===== src/rtl/psk_frame_pkg.sv =====
// rtl/psk_frame_pkg.sv - sync word, sync length and state encoding shared by the PSK framer and deframer
package psk_frame_pkg;

    localparam logic [15:0] SYNC_WORD_DEFAULT = 16'hEB90;
    localparam int          SYNC_LEN          = 16;

    typedef enum logic [1:0] {
        SEARCH  = 2'd0,
        PAYLOAD = 2'd1,
        CHECK   = 2'd2
    } frame_state_t;

endpackage


===== src/rtl/sync_correlator.sv =====
// rtl/sync_correlator.sv - Hamming distance between a sync window and a pattern, thresholded at MAX_ERR
module sync_correlator
    import psk_frame_pkg::*;
#(
    parameter int MAX_ERR = 1
) (
    input  logic [SYNC_LEN-1:0] window,
    input  logic [SYNC_LEN-1:0] pattern,
    output logic                match
);

    logic [SYNC_LEN-1:0] diff;
    logic [4:0]          distance;

    always_comb begin
        diff     = window ^ pattern;
        distance = '0;
        for (int i = 0; i < SYNC_LEN; i++) begin
            distance = distance + {4'd0, diff[i]};
        end
        match = (distance <= 5'(MAX_ERR));
    end

endmodule


===== src/rtl/rx_frame_deframer.sv =====
// rtl/rx_frame_deframer.sv - sync-word acquisition, polarity resolution and byte packing with flywheel lock
module rx_frame_deframer
    import psk_frame_pkg::*;
#(
    parameter logic [15:0] SYNC_WORD     = SYNC_WORD_DEFAULT,
    parameter int          PAYLOAD_BYTES = 16,
    parameter int          MAX_ERR       = 1,
    parameter int          MISS_LIMIT    = 3
) (
    input  logic        clk_16M384,
    input  logic        rst_16M384,
    input  logic        bit_in,
    input  logic        bit_vld,
    output logic [7:0]  data_tdata,
    output logic        data_tvalid,
    output logic        data_tlast,
    output logic        data_tuser,
    output logic        frame_lock,
    output logic        polarity_inv,
    output logic [15:0] frame_cnt
);

    localparam logic [7:0] LAST_BYTE  = 8'(PAYLOAD_BYTES - 1);
    localparam logic [3:0] MISS_MAX   = 4'(MISS_LIMIT);
    localparam logic [3:0] CHECK_LAST = 4'(SYNC_LEN - 1);

    frame_state_t state, state_next;

    logic [15:0] sr, sr_next;
    logic        pol_next;
    logic [2:0]  bit_cnt, bit_cnt_next;
    logic [7:0]  byte_cnt, byte_cnt_next;
    logic [6:0]  byte_sr, byte_sr_next;
    logic [3:0]  chk_cnt, chk_cnt_next;
    logic [3:0]  miss_cnt, miss_cnt_next;
    logic [15:0] frame_cnt_next;
    logic [7:0]  tdata_next;
    logic        tvalid_next, tlast_next, tuser_next;
    logic        pos_match, neg_match, stored_match, payload_bit;

    // Correlators look at the window including the bit arriving this cycle.
    assign sr_next      = bit_vld ? {sr[14:0], bit_in} : sr;
    assign payload_bit  = bit_in ^ polarity_inv;
    assign stored_match = polarity_inv ? neg_match : pos_match;
    assign frame_lock   = (state != SEARCH);

    sync_correlator #(.MAX_ERR(MAX_ERR)) u_corr_pos (
        .window  (sr_next),
        .pattern (SYNC_WORD),
        .match   (pos_match)
    );

    sync_correlator #(.MAX_ERR(MAX_ERR)) u_corr_neg (
        .window  (sr_next),
        .pattern (~SYNC_WORD),
        .match   (neg_match)
    );

    always_comb begin
        state_next     = state;
        pol_next       = polarity_inv;
        bit_cnt_next   = bit_cnt;
        byte_cnt_next  = byte_cnt;
        byte_sr_next   = byte_sr;
        chk_cnt_next   = chk_cnt;
        miss_cnt_next  = miss_cnt;
        frame_cnt_next = frame_cnt;
        tdata_next     = data_tdata;
        tvalid_next    = 1'b0;
        tlast_next     = 1'b0;
        tuser_next     = 1'b0;

        if (bit_vld) begin
            case (state)
                SEARCH: begin
                    bit_cnt_next  = '0;
                    byte_cnt_next = '0;
                    if (pos_match) begin
                        pol_next   = 1'b0;
                        state_next = PAYLOAD;
                    end else if (neg_match) begin
                        pol_next   = 1'b1;
                        state_next = PAYLOAD;
                    end
                end
                PAYLOAD: begin
                    byte_sr_next = {byte_sr[5:0], payload_bit};
                    bit_cnt_next = bit_cnt + 3'd1;
                    if (bit_cnt == 3'd7) begin
                        tdata_next  = {byte_sr, payload_bit};
                        tvalid_next = 1'b1;
                        tuser_next  = (byte_cnt == 8'd0);
                        if (byte_cnt == LAST_BYTE) begin
                            tlast_next     = 1'b1;
                            frame_cnt_next = frame_cnt + 16'd1;
                            byte_cnt_next  = '0;
                            chk_cnt_next   = '0;
                            state_next     = CHECK;
                        end else begin
                            byte_cnt_next = byte_cnt + 8'd1;
                        end
                    end
                end
                CHECK: begin
                    chk_cnt_next = chk_cnt + 4'd1;
                    if (chk_cnt == CHECK_LAST) begin
                        bit_cnt_next  = '0;
                        byte_cnt_next = '0;
                        // Only the polarity acquired in SEARCH counts; an inverted sync here is a miss.
                        if (stored_match) begin
                            miss_cnt_next = '0;
                            state_next    = PAYLOAD;
                        end else if (miss_cnt + 4'd1 >= MISS_MAX) begin
                            miss_cnt_next = '0;
                            pol_next      = 1'b0;
                            state_next    = SEARCH;
                        end else begin
                            miss_cnt_next = miss_cnt + 4'd1;
                            state_next    = PAYLOAD;
                        end
                    end
                end
                default: begin
                    state_next = SEARCH;
                end
            endcase
        end
    end

    always_ff @(posedge clk_16M384) begin
        if (rst_16M384) begin
            state        <= SEARCH;
            sr           <= '0;
            polarity_inv <= 1'b0;
            bit_cnt      <= '0;
            byte_cnt     <= '0;
            byte_sr      <= '0;
            chk_cnt      <= '0;
            miss_cnt     <= '0;
            frame_cnt    <= '0;
            data_tdata   <= '0;
            data_tvalid  <= 1'b0;
            data_tlast   <= 1'b0;
            data_tuser   <= 1'b0;
        end else begin
            state        <= state_next;
            sr           <= sr_next;
            polarity_inv <= pol_next;
            bit_cnt      <= bit_cnt_next;
            byte_cnt     <= byte_cnt_next;
            byte_sr      <= byte_sr_next;
            chk_cnt      <= chk_cnt_next;
            miss_cnt     <= miss_cnt_next;
            frame_cnt    <= frame_cnt_next;
            data_tdata   <= tdata_next;
            data_tvalid  <= tvalid_next;
            data_tlast   <= tlast_next;
            data_tuser   <= tuser_next;
        end
    end

endmodule


===== config.mk =====
export PLATFORM = sky130hd
export DESIGN_NAME = rx_frame_deframer
export DESIGN_NICKNAME = d
export VERILOG_FILES = /design/src/rtl/psk_frame_pkg.sv /design/src/rtl/sync_correlator.sv /design/src/rtl/rx_frame_deframer.sv
export SDC_FILE = /design/constraint.sdc
export NUM_CORES = 1
export LEC_CHECK = 0
export ABC_AREA = 0
export BUFFER_PORTS_ARGS = -buffer_cell sky130_fd_sc_hd__buf_2
export CAP_MARGIN = 20
export CORE_MARGIN = 5
export CORE_UTILIZATION = 50
export CTS_CLUSTER_SIZE = 8
export DETAILED_ROUTE_END_ITERATION = 10
export PLACE_DENSITY = 0.68
export REMOVE_ABC_BUFFERS = 1
export SETUP_SLACK_MARGIN = 0.4
export SLEW_MARGIN = 20
export SYNTH_ARGS = -nofsm -noshare
export SYNTH_HDL_FRONTEND = slang
export SYNTH_HIERARCHICAL = 1
export SYNTH_SLANG_ARGS = --single-unit

===== constraint.sdc =====
create_clock -name clk_16M384 -period 18.4 [get_ports clk_16M384]
set_clock_uncertainty 0.15 [all_clocks]
set_input_delay 3.68 -clock clk_16M384 [delete_from_list [all_inputs] [get_ports clk_16M384]]
set_output_delay 3.68 -clock clk_16M384 [all_outputs]
set_load 0.02 [all_outputs]

==> impl_metrics.toml, run 1 <==
[outcome]
outcome = "complete, no violations"

[placed_design]
portBuffers = 32
post-place-ws_ns = 9.418
dp_hpwl_mm = 6.213
place_congestion = 0.7827

[cells_and_area]
area_growth_pct = 13.74
diodes = 0
num-fill-cells = 750
final_common_cell = "dfxtp_1"
layout-drive-gt1-share_pct = 13.90
mostFrequentLayoutCells = "dfxtp_1, nand2_1, a21oi_1"
fin_nets = 562

[flow_run]
cap_viol_max_count = 0

[grt]
antenna_found_initial = 0
grt_first_pass_wirelength_mm = 14.56
track_usage_pct = 17.45
grt_pass1_vias = 3293
overflow = 0
grt_start_max_net_pins = 69

[setup_path]
r2r-start = "sr[1]"
crit_end = "state[0]"
criticalPathCategory = "in2reg"
crit_fanout = 25
crit_start = "bit_vld"
critPathLaunchType = "primary input"
worstReg2RegEnd = "state[0]"
crit_required_ns = 18.46
setup.worst_path.end_class = "register"
rr_worst_depth = 17
cp.arrival_ns = 8.62
r2r_setup_slack_ns = 13.42

[cts]
clock_path_buffers = 2
clkTransAtPathRegs_ns = 0.08
cts_num_sinks = 72
cts-htree-levels = 3
cts_tree = "yes"
cts_hold_buf = 0
clk_latency_ns = 0.35
postCtsSetupBuffers = 0
numCtsBuffers = 9
cts-resized-gates = 0
cts_root_buf = "clkbuf_8"

[hold_path]
hp-class = "reg2reg"

[synthesis]
ys_seq_area_share_pct = 34.27
ys.flop_type = "dfxtp_1"
syn_inst = 465
ys_ff_latch = 72
ys_types = 47
yosys.area.top_type = "dfxtp_1"
synth_area_mm2 = 0.004207
synth_edf_count = 0
synthArstFlopShare_pct = 0
yosys_warnings = 6
synthDominantCellAreaShare_pct = 34.27
synth.avg_cell_area_um2 = 9.046
synth_area_leaders = "dfxtp_1, fa_1, ha_1"

[pwr]
leakage_uw = 0.001993
powerDensity_mw_per_mm2 = 93.20
irDropWorstVdd_mv = 0.05362

[floorplanning]
die_y_um = 101.7
die_width_um = 101.7
fp-row-count = 33
die-area_mm2 = 0.01035
initial_core_util_pct = 51.20
ios = 33
fp.coreArea_mm2 = 0.008217

[route]
drt-initial-drc-count = 156
route.detailed.drc = 0
viasPerCell = 5.279
drt-pass1-iter-count = 4
post_drt_wl_per_cell_um = 13.51
dr_total_vias = 3326
finalWirelength_mm = 8.514
ant_nets = 0

[timing]
finalHoldViolCount = 0
fin_crit_sh_pct = 46.51
setup_ws_ns = 9.842
slew_viol_final = 0
worst_slew_pin_slew_ns = 0.7523
fmax_ghz = 0.1169
tns_ns = 0
relSlewSlack_pct = 49.43
period_needed_ns = 8.558
setup_violations = 0
rsz0062_at_grt = "no"
==> worst max-delay path, cell delays in order <==
cell	delay, ns
buf_2	0.42
mux2_2	0.44
xor2_1	0.21
fa_1	0.49
fa_1	0.52
fa_1	0.57
inv_1	0.06
fa_1	0.46
inv_1	0.07
ha_1	0.16
inv_1	0.05
fa_1	0.37
or2b_1	0.17
a21oi_1	0.09
mux2_2	0.29
or3_1	0.33
o21ai_0	0.15
a21oi_1	0.08
==> routing by layer <==
| metal | part of all wire (%) | global-route usage, % | vias up |
|---|---|---|---|
| met4 | 2.0 | 8.487 | 0 |
| met3 | 4.0 | 2.617 | 17 |
| li1 | - | - | 1678 |
| met5 | 0 | 0 | - |
| met2 | 48 | 29.83 | 52 |
| met1 | 46 | 21.43 | 1579 |
==> Yosys cell counts, types with 4 or more instances <==
master / n
a211oi_1: 4
a21oi_1: 41
clkbuf_1: 15
dfxtp_1: 72
fa_1: 20
ha_1: 18
inv_1: 36
mux2_2: 17
nand2_1: 44
nand2b_1: 8
nand3_1: 10
nand3b_1: 5
nand4_1: 7
nor2_1: 17
nor2b_1: 16
nor3_1: 6
o21ai_0: 15
o31ai_1: 11
or3_1: 8
or4_1: 12
xnor2_1: 14
xor2_1: 24
==> power by group <==
group	switching [uW]	internal (uW)	leakage (uW)	total (uW)
Combinational	70.3	53.7	0.00129	124
Clock	64.4	94.5	0.000123	159
Sequential	4.16	159	0.000580	163
Total	139	307	0.00199	446
==> cells by family (layout without fill, tap and decap cells) <==
logic type	count (synthesis)	count (layout)	synth area share (%)
AND/OR/NAND/NOR	156	156	20.58
AO/OA/AOI/OAI	85	85	11.90
flip-flops	72	72	34.27
buffers and inverters	55	85	5.265
adder cells (fa/ha/maj)	38	38	14.87
XOR/XNOR	38	38	7.912
multiplexers	19	19	5.027
other	2	32	0.1785
==> per-stage QoR <==
| step | area (um^2) | hold WS [ns] | std cells | total power (uW) | util, % |
|---|---|---|---|---|---|
| floorplan | 4233 | 0.2760 | 476 | 260.3 | - |
| global placement | 4532 | 0.2948 | 614 | 285.6 | 55.15 |
| detailed placement | 4532 | 0.2977 | 614 | 293.4 | 55.15 |
| CTS | 4785 | 0.3096 | 630 | 452.2 | 58.23 |
| global route | 4785 | 0.3299 | 630 | 476.3 | 58.23 |
| finish | 4785 | 0.3069 | 630 | 445.9 | 58.23 |
==> cell type report <==
cell class	count	area [um^2]	area share, %
Multi-Input combinational cell	368	2656	55.52
Tap cell	105	131.4	2.746
Clock inverter	6	115.1	2.406
Clock buffer	10	137.6	2.877
Inverter	36	135.1	2.824
Sequential cell	72	1441	30.13
Timing Repair Buffer	33	167.7	3.504
==> sequential cells by signal, summed over array words and instances (netlist names) <==
signal / flops
byte_sr: 7
state: 2
polarity_inv: 1
data_tlast: 1
chk_cnt: 4
sr: 16
data_tdata: 8
data_tvalid: 1
data_tuser: 1
byte_cnt: 8
miss_cnt: 4
bit_cnt: 3
frame_cnt: 16
==> worst min path at each step <==
| stage | from | to | cells past startpoint |
|---|---|---|---|
| after floorplan | byte_sr[6] | data_tdata[7] | 2 |
| after CTS | byte_sr[6] | byte_sr[6] | 2 |
| after detailed placement | byte_sr[6] | byte_sr[6] | 2 |
| final | data_tdata[5] | data_tdata[5] | 2 |
| after global placement | byte_sr[6] | byte_sr[6] | 2 |
| after global routing | data_tdata[6] | data_tdata[6] | 2 |
(Power assumes the default switching activity.)
==> run 2: changes to the inputs <==
--- a/config.mk
+++ b/config.mk
@@ -12,7 +12,7 @@
 export CORE_UTILIZATION = 50
 export CTS_CLUSTER_SIZE = 8
 export DETAILED_ROUTE_END_ITERATION = 10
-export PLACE_DENSITY = 0.68
+export PLACE_DENSITY = 0.71
 export REMOVE_ABC_BUFFERS = 1
 export SETUP_SLACK_MARGIN = 0.4
 export SLEW_MARGIN = 20
==> constraint.sdc (replaced) <==
create_clock -name clk_16M384 -period 7.7 [get_ports clk_16M384]
set_clock_uncertainty 0.15 [all_clocks]
set_input_delay 1.54 -clock clk_16M384 [delete_from_list [all_inputs] [get_ports clk_16M384]]
set_output_delay 1.54 -clock clk_16M384 [all_outputs]
set_load 0.02 [all_outputs]
==> run 2 against run 1 <==
Via count decreased by 1.0%. Critical path type unchanged. Flip-flop and latch count did not move. First-iteration DRC count up 23%. Register-to-register slack got worse by 11 ns. Critical path depth did not move. Sequential share of layout area is 0.42 points higher. Routed wire length down 2.6%. Non-clock buffer count is the same. Power up 120%. Die area unchanged.
==> impl_metrics.toml, run 2 (same netlist as run 1, synthesis figures left out) <==
[timing]
rsz0062_at_grt = "no"
relSlewSlack_pct = 50.12
slew_viol_final = 0
period_needed_ns = 6.335
tns_ns = 0
worst_slew_pin_slew_ns = 0.7420
fmax_ghz = 0.1578
finalHoldViolCount = 0
setup_ws_ns = 1.365
fin_crit_sh_pct = 82.28
setup_violations = 0

[floorplanning]
initial_core_util_pct = 51.20
die-area_mm2 = 0.01035
die_width_um = 101.7
die_y_um = 101.7
ios = 33
fp.coreArea_mm2 = 0.008217
fp-row-count = 33

[setup_path]
path_common_cell = "fa_1"
r2r-start = "sr[8]"
r2r_setup_slack_ns = 2.77
crit_buf_inv = 4
critPathTopFamily = "adder cells"
crit_slowest_cell = "fa_1"
crit_chain = "buf_2, mux2_2, xor2_1, fa_1, fa_1, fa_1, inv_1, fa_1, inv_1, ha_1, inv_1, fa_1, nand2_1, a21oi_1, mux2_2, or3_1, o21ai_0, a21oi_1"
criticalPathCategory = "in2reg"
setup.worst_path.end_class = "register"
cp.arrival_ns = 6.40
crit_start = "bit_vld"
crit_fanout = 25
critPathLaunchType = "primary input"
crit_required_ns = 7.76
slowest_delay_ns = 0.59

[cells_and_area]
fin_util_pct = 57.44
diodes = 0
fin_nets = 562
mostFrequentLayoutCells = "dfxtp_1, nand2_1, a21oi_1"
largestRegisters = "frame_cnt (16), sr (16)"
layout.cells.non_filler = 630
area_growth_pct = 12.20
design_area_mm2 = 0.004720
layout-drive-gt1-share_pct = 13.90
final_common_cell = "dfxtp_1"

[cts]
clk_latency_ns = 0.36
numCtsBuffers = 9
clkTransAtPathRegs_ns = 0.09
postCtsSetupBuffers = 0
cts_root_buf = "clkbuf_8"
cts-resized-gates = 0
cts_tree = "yes"
clock_path_buffers = 2
cts-htree-levels = 3
cts_num_sinks = 72
cts_hold_buf = 0

[hold_path]
hp-start = "data_tdata[4]"
hp-class = "reg2reg"

[placed_design]
post-place-ws_ns = 0.9782
dp_hpwl_mm = 6.177
place_congestion = 0.8093
portBuffers = 32
placed_cell_area_mm2 = 0.004532
numPlacedInstances = 614

[route]
route.detailed.drc = 0
dr_total_vias = 3292
post_drt_wl_per_cell_um = 13.17
ant_nets = 0
finalWirelength_mm = 8.294
drt-initial-drc-count = 192
drt-pass1-iter-count = 4
viasPerCell = 5.225

[grt]
track_usage_pct = 17.60
overflow = 0
antenna_found_initial = 0
grt_start_max_net_pins = 69
grt_first_pass_wirelength_mm = 14.75
grt_pass1_vias = 3219

[flow_run]
cap_viol_max_count = 0

[pwr]
powerDensity_mw_per_mm2 = 207.0
leakage_uw = 0.001960
irDropWorstVdd_mv = 0.1495

[outcome]
outcome = "complete, no violations"
-- run 2: final timing paths --
kind | endpoint | cells past startpoint
setup / recovery | state[0] | 18
hold / removal | data_tdata[4] | 2
setup reg to reg | state[0] | 17
hold reg to reg | data_tdata[4] | 2
-- run 2: metrics by stage --
stage | hold slack (ns) | power [uW]
final | 0.3107 | 977.2
after global routing | 0.3346 | 1053
after CTS | 0.3109 | 990.8
after detailed placement | 0.2970 | 697.6
after global placement | 0.2913 | 679.0
after floorplan | 0.2760 | 622.0
-- run 2: where the power goes --
group | switching, uW | total, uW | internal [uW]
Sequential | 10.4 | 390 | 380
Combinational | 169 | 298 | 129
Clock | 165 | 289 | 124
Total | 345 | 977 | 633
-- run 2: layer usage --
layer  wire (um)  global-route usage [%]
met1        3740                   22.50
met2        4101                   30.13
met3         329                   3.375
met4         123                   5.317
met5           0                       0
-- run 2: cell type report --
class,instances,area (um^2)
clock buffer,9,123.9
tap,105,131.4
multi-input combinational,368,2656
clock inverter,7,63.81
sequential,72,1441
timing repair buffer,33,167.7
inverter,36,135.1
fill,740,3497
-- run 2: worst register-to-register path, delay by kind of cell (launching register included) --
| family | cells | cell delay [ns] |
|---|---|---|
| mux | 2 | 0.60 |
| xor+xnor | 1 | 0.22 |
| compound gates | 3 | 0.28 |
| flops | 1 | 0.34 |
| buf+inv | 3 | 0.17 |
| fa+ha+maj | 6 | 2.65 |
| simple gates | 2 | 0.40 |
==> run 3: changes to the inputs <==
==> constraint.sdc (replaced) <==
create_clock -name clk_16M384 -period 5.3 [get_ports clk_16M384]
set_clock_uncertainty 0.15 [all_clocks]
set_input_delay 1.06 -clock clk_16M384 [delete_from_list [all_inputs] [get_ports clk_16M384]]
set_output_delay 1.06 -clock clk_16M384 [all_outputs]
set_load 0.02 [all_outputs]
==> run 3 against run 2 <==
The flow now finishes with violations (negative setup slack). Die area stayed put. Combinational power is 79% higher. Clock power is 46% higher. Flip-flop and latch count unchanged. Routed wire length rose by 9.2%. Hold slack worse by 0.0075 ns. Via count grew 2.7%. Design area rose by 6.4%. Critical path depth is the same. Non-clock buffer count up 9. Largest cell class unchanged. Largest power group unchanged. Highest routed layer unchanged.
==> impl_metrics.toml, run 3 (same netlist as run 1, synthesis figures left out) <==
[outcome]
outcome = "complete, but fails checks"
violations = "negative setup slack"

[timing]
finalHoldViolCount = 0
worst_slew_pin_slew_ns = 0.7391
fmax_ghz = 0.1878
setup_ws_ns = -0.02506
period_needed_ns = 5.325
fin_crit_sh_pct = 100.5
rsz0062_at_grt = "yes"
relSlewSlack_pct = 50.31
slew_viol_final = 0
setup_violations = 1

[setup_path]
criticalPathCategory = "in2reg"
r2r_setup_slack_ns = 0.48
path_common_cell = "fa_1"
cp.arrival_ns = 5.39
critPathLaunchType = "primary input"
slowest_delay_ns = 0.55
crit_buf_inv = 4
crit_fanout = 6
crit_required_ns = 5.37
crit_slowest_cell = "fa_1"
setup.worst_path.end_class = "register"
crit_chain = "buf_16, mux2_4, xor2_2, fa_1, fa_1, fa_1, inv_1, fa_1, inv_1, ha_2, inv_2, fa_2, nand2_2, a21oi_2, mux2_4, or3_1, o21ai_1, a21oi_1"
critPathTopFamily = "adder cells"

[grt]
track_usage_pct = 18.28
antenna_found_initial = 0
grt_first_pass_wirelength_mm = 15.02
overflow = 0
grt_pass1_vias = 3264
grt_start_max_net_pins = 69

[cts]
cts-htree-levels = 3
cts_hold_buf = 0
cts_tree = "yes"
clkTransAtPathRegs_ns = 0.09
clk_latency_ns = 0.36
cts_root_buf = "clkbuf_8"
cts_num_sinks = 72
clock_path_buffers = 2
numCtsBuffers = 9

[floorplanning]
fp-row-count = 33
die-area_mm2 = 0.01035
initial_core_util_pct = 51.20
fp.coreArea_mm2 = 0.008217
die_width_um = 101.7
ios = 33
die_y_um = 101.7

[pwr]
irDropWorstVdd_mv = 0.1636
power_uw = 1521
leakage_uw = 0.002078
powerDensity_mw_per_mm2 = 302.9

[cells_and_area]
diodes = 0
largestRegisters = "frame_cnt (16), sr (16)"
num-fill-cells = 693
fin_nets = 571
fin_util_pct = 61.12
final_common_cell = "dfxtp_1"
layout-drive-gt1-share_pct = 20.22
area_growth_pct = 19.39
mostFrequentLayoutCells = "dfxtp_1, nand2_1, a21oi_1"
design_area_mm2 = 0.005022

[route]
post_drt_wl_per_cell_um = 14.17
drt-pass1-iter-count = 4
finalWirelength_mm = 9.055
dr_total_vias = 3382
viasPerCell = 5.293
ant_nets = 0
drt-initial-drc-count = 118
route.detailed.drc = 0

[placed_design]
placed_cell_area_mm2 = 0.004569
place_congestion = 0.7986
portBuffers = 32
dp_hpwl_mm = 6.352

[flow_run]
cap_viol_max_count = 0

[hold_path]
hp-class = "reg2reg"
-- run 3: changes by cell type in the layout (fill, tap and decap cells not counted), moves of 3 or more --
| cell | before | now |
|---|---|---|
| buf_4 | 1 | 8 |
| inv_1 | 36 | 33 |
| inv_2 | 0 | 3 |
| mux2_2 | 17 | 7 |
| mux2_4 | 0 | 10 |
| o21ai_0 | 15 | 12 |
| xnor2_1 | 14 | 9 |
| xnor2_2 | 0 | 4 |
| xor2_1 | 24 | 18 |
| xor2_2 | 0 | 5 |
-- run 3: path summary, 6_finish.rpt --
kind | from | endpoint | cells after the start
max | bit_vld | state[0] | 18
min | data_tdata[5] | data_tdata[5] | 2
max reg2reg | sr[1] | state[0] | 17
min reg2reg | data_tdata[5] | data_tdata[5] | 2
-- run 3: worst min-delay path, cell delays in order (launching register included) --
cell	delay [ns]
dfxtp_1	0.31
nand2_1	0.05
a21oi_1	0.05
-- run 3: report_power, final --
part / total [uW] / internal [uW] / switching, uW
registers: 567 / 552 / 15.6
clock network: 421 / 179 / 242
logic: 533 / 248 / 285
-- run 3: final cells by class --
type / instances / area (um^2) / share of cell area (%)
clock buffers: 9 / 123.9 / 2.466
clock inverters: 7 / 61.31 / 1.221
inverters: 36 / 135.1 / 2.691
multi-input cells: 368 / 2855 / 56.85
flip-flops and latches: 72 / 1441 / 28.70
well taps: 105 / 131.4 / 2.616
repair buffers: 42 / 274.0 / 5.456
-- run 3: what timing repair did --
item                       4_1_cts  5_1_grt
pin swaps                       26       12
gates resized for setup         43        7
setup endpoints to repair        4        4
buffers inserted                 3        0
cloned                           1        0
-- run 3: per-stage QoR --
stage	hold WS (ns)	cells	setup TNS, ns	setup WS (ns)
final	0.3032	639	-0.02506	-0.02506
after global routing	0.3228	639	-0.4960	-0.1907
after CTS	0.3052	639	-0.09573	-0.08757
after detailed placement	0.2943	619	-2.992	-0.8146
after global placement	0.2913	619	-2.593	-0.6906
after floorplan	0.2760	476	-0.6548	-0.2478
-- run 3: per-layer routing --
metal	track usage (%)	up-vias	wire length (um)
met5	0	-	0
met4	6.442	0	151
met3	3.306	16	331
met2	32.70	53	4548
met1	21.93	1618	4024
li1	-	1695	-
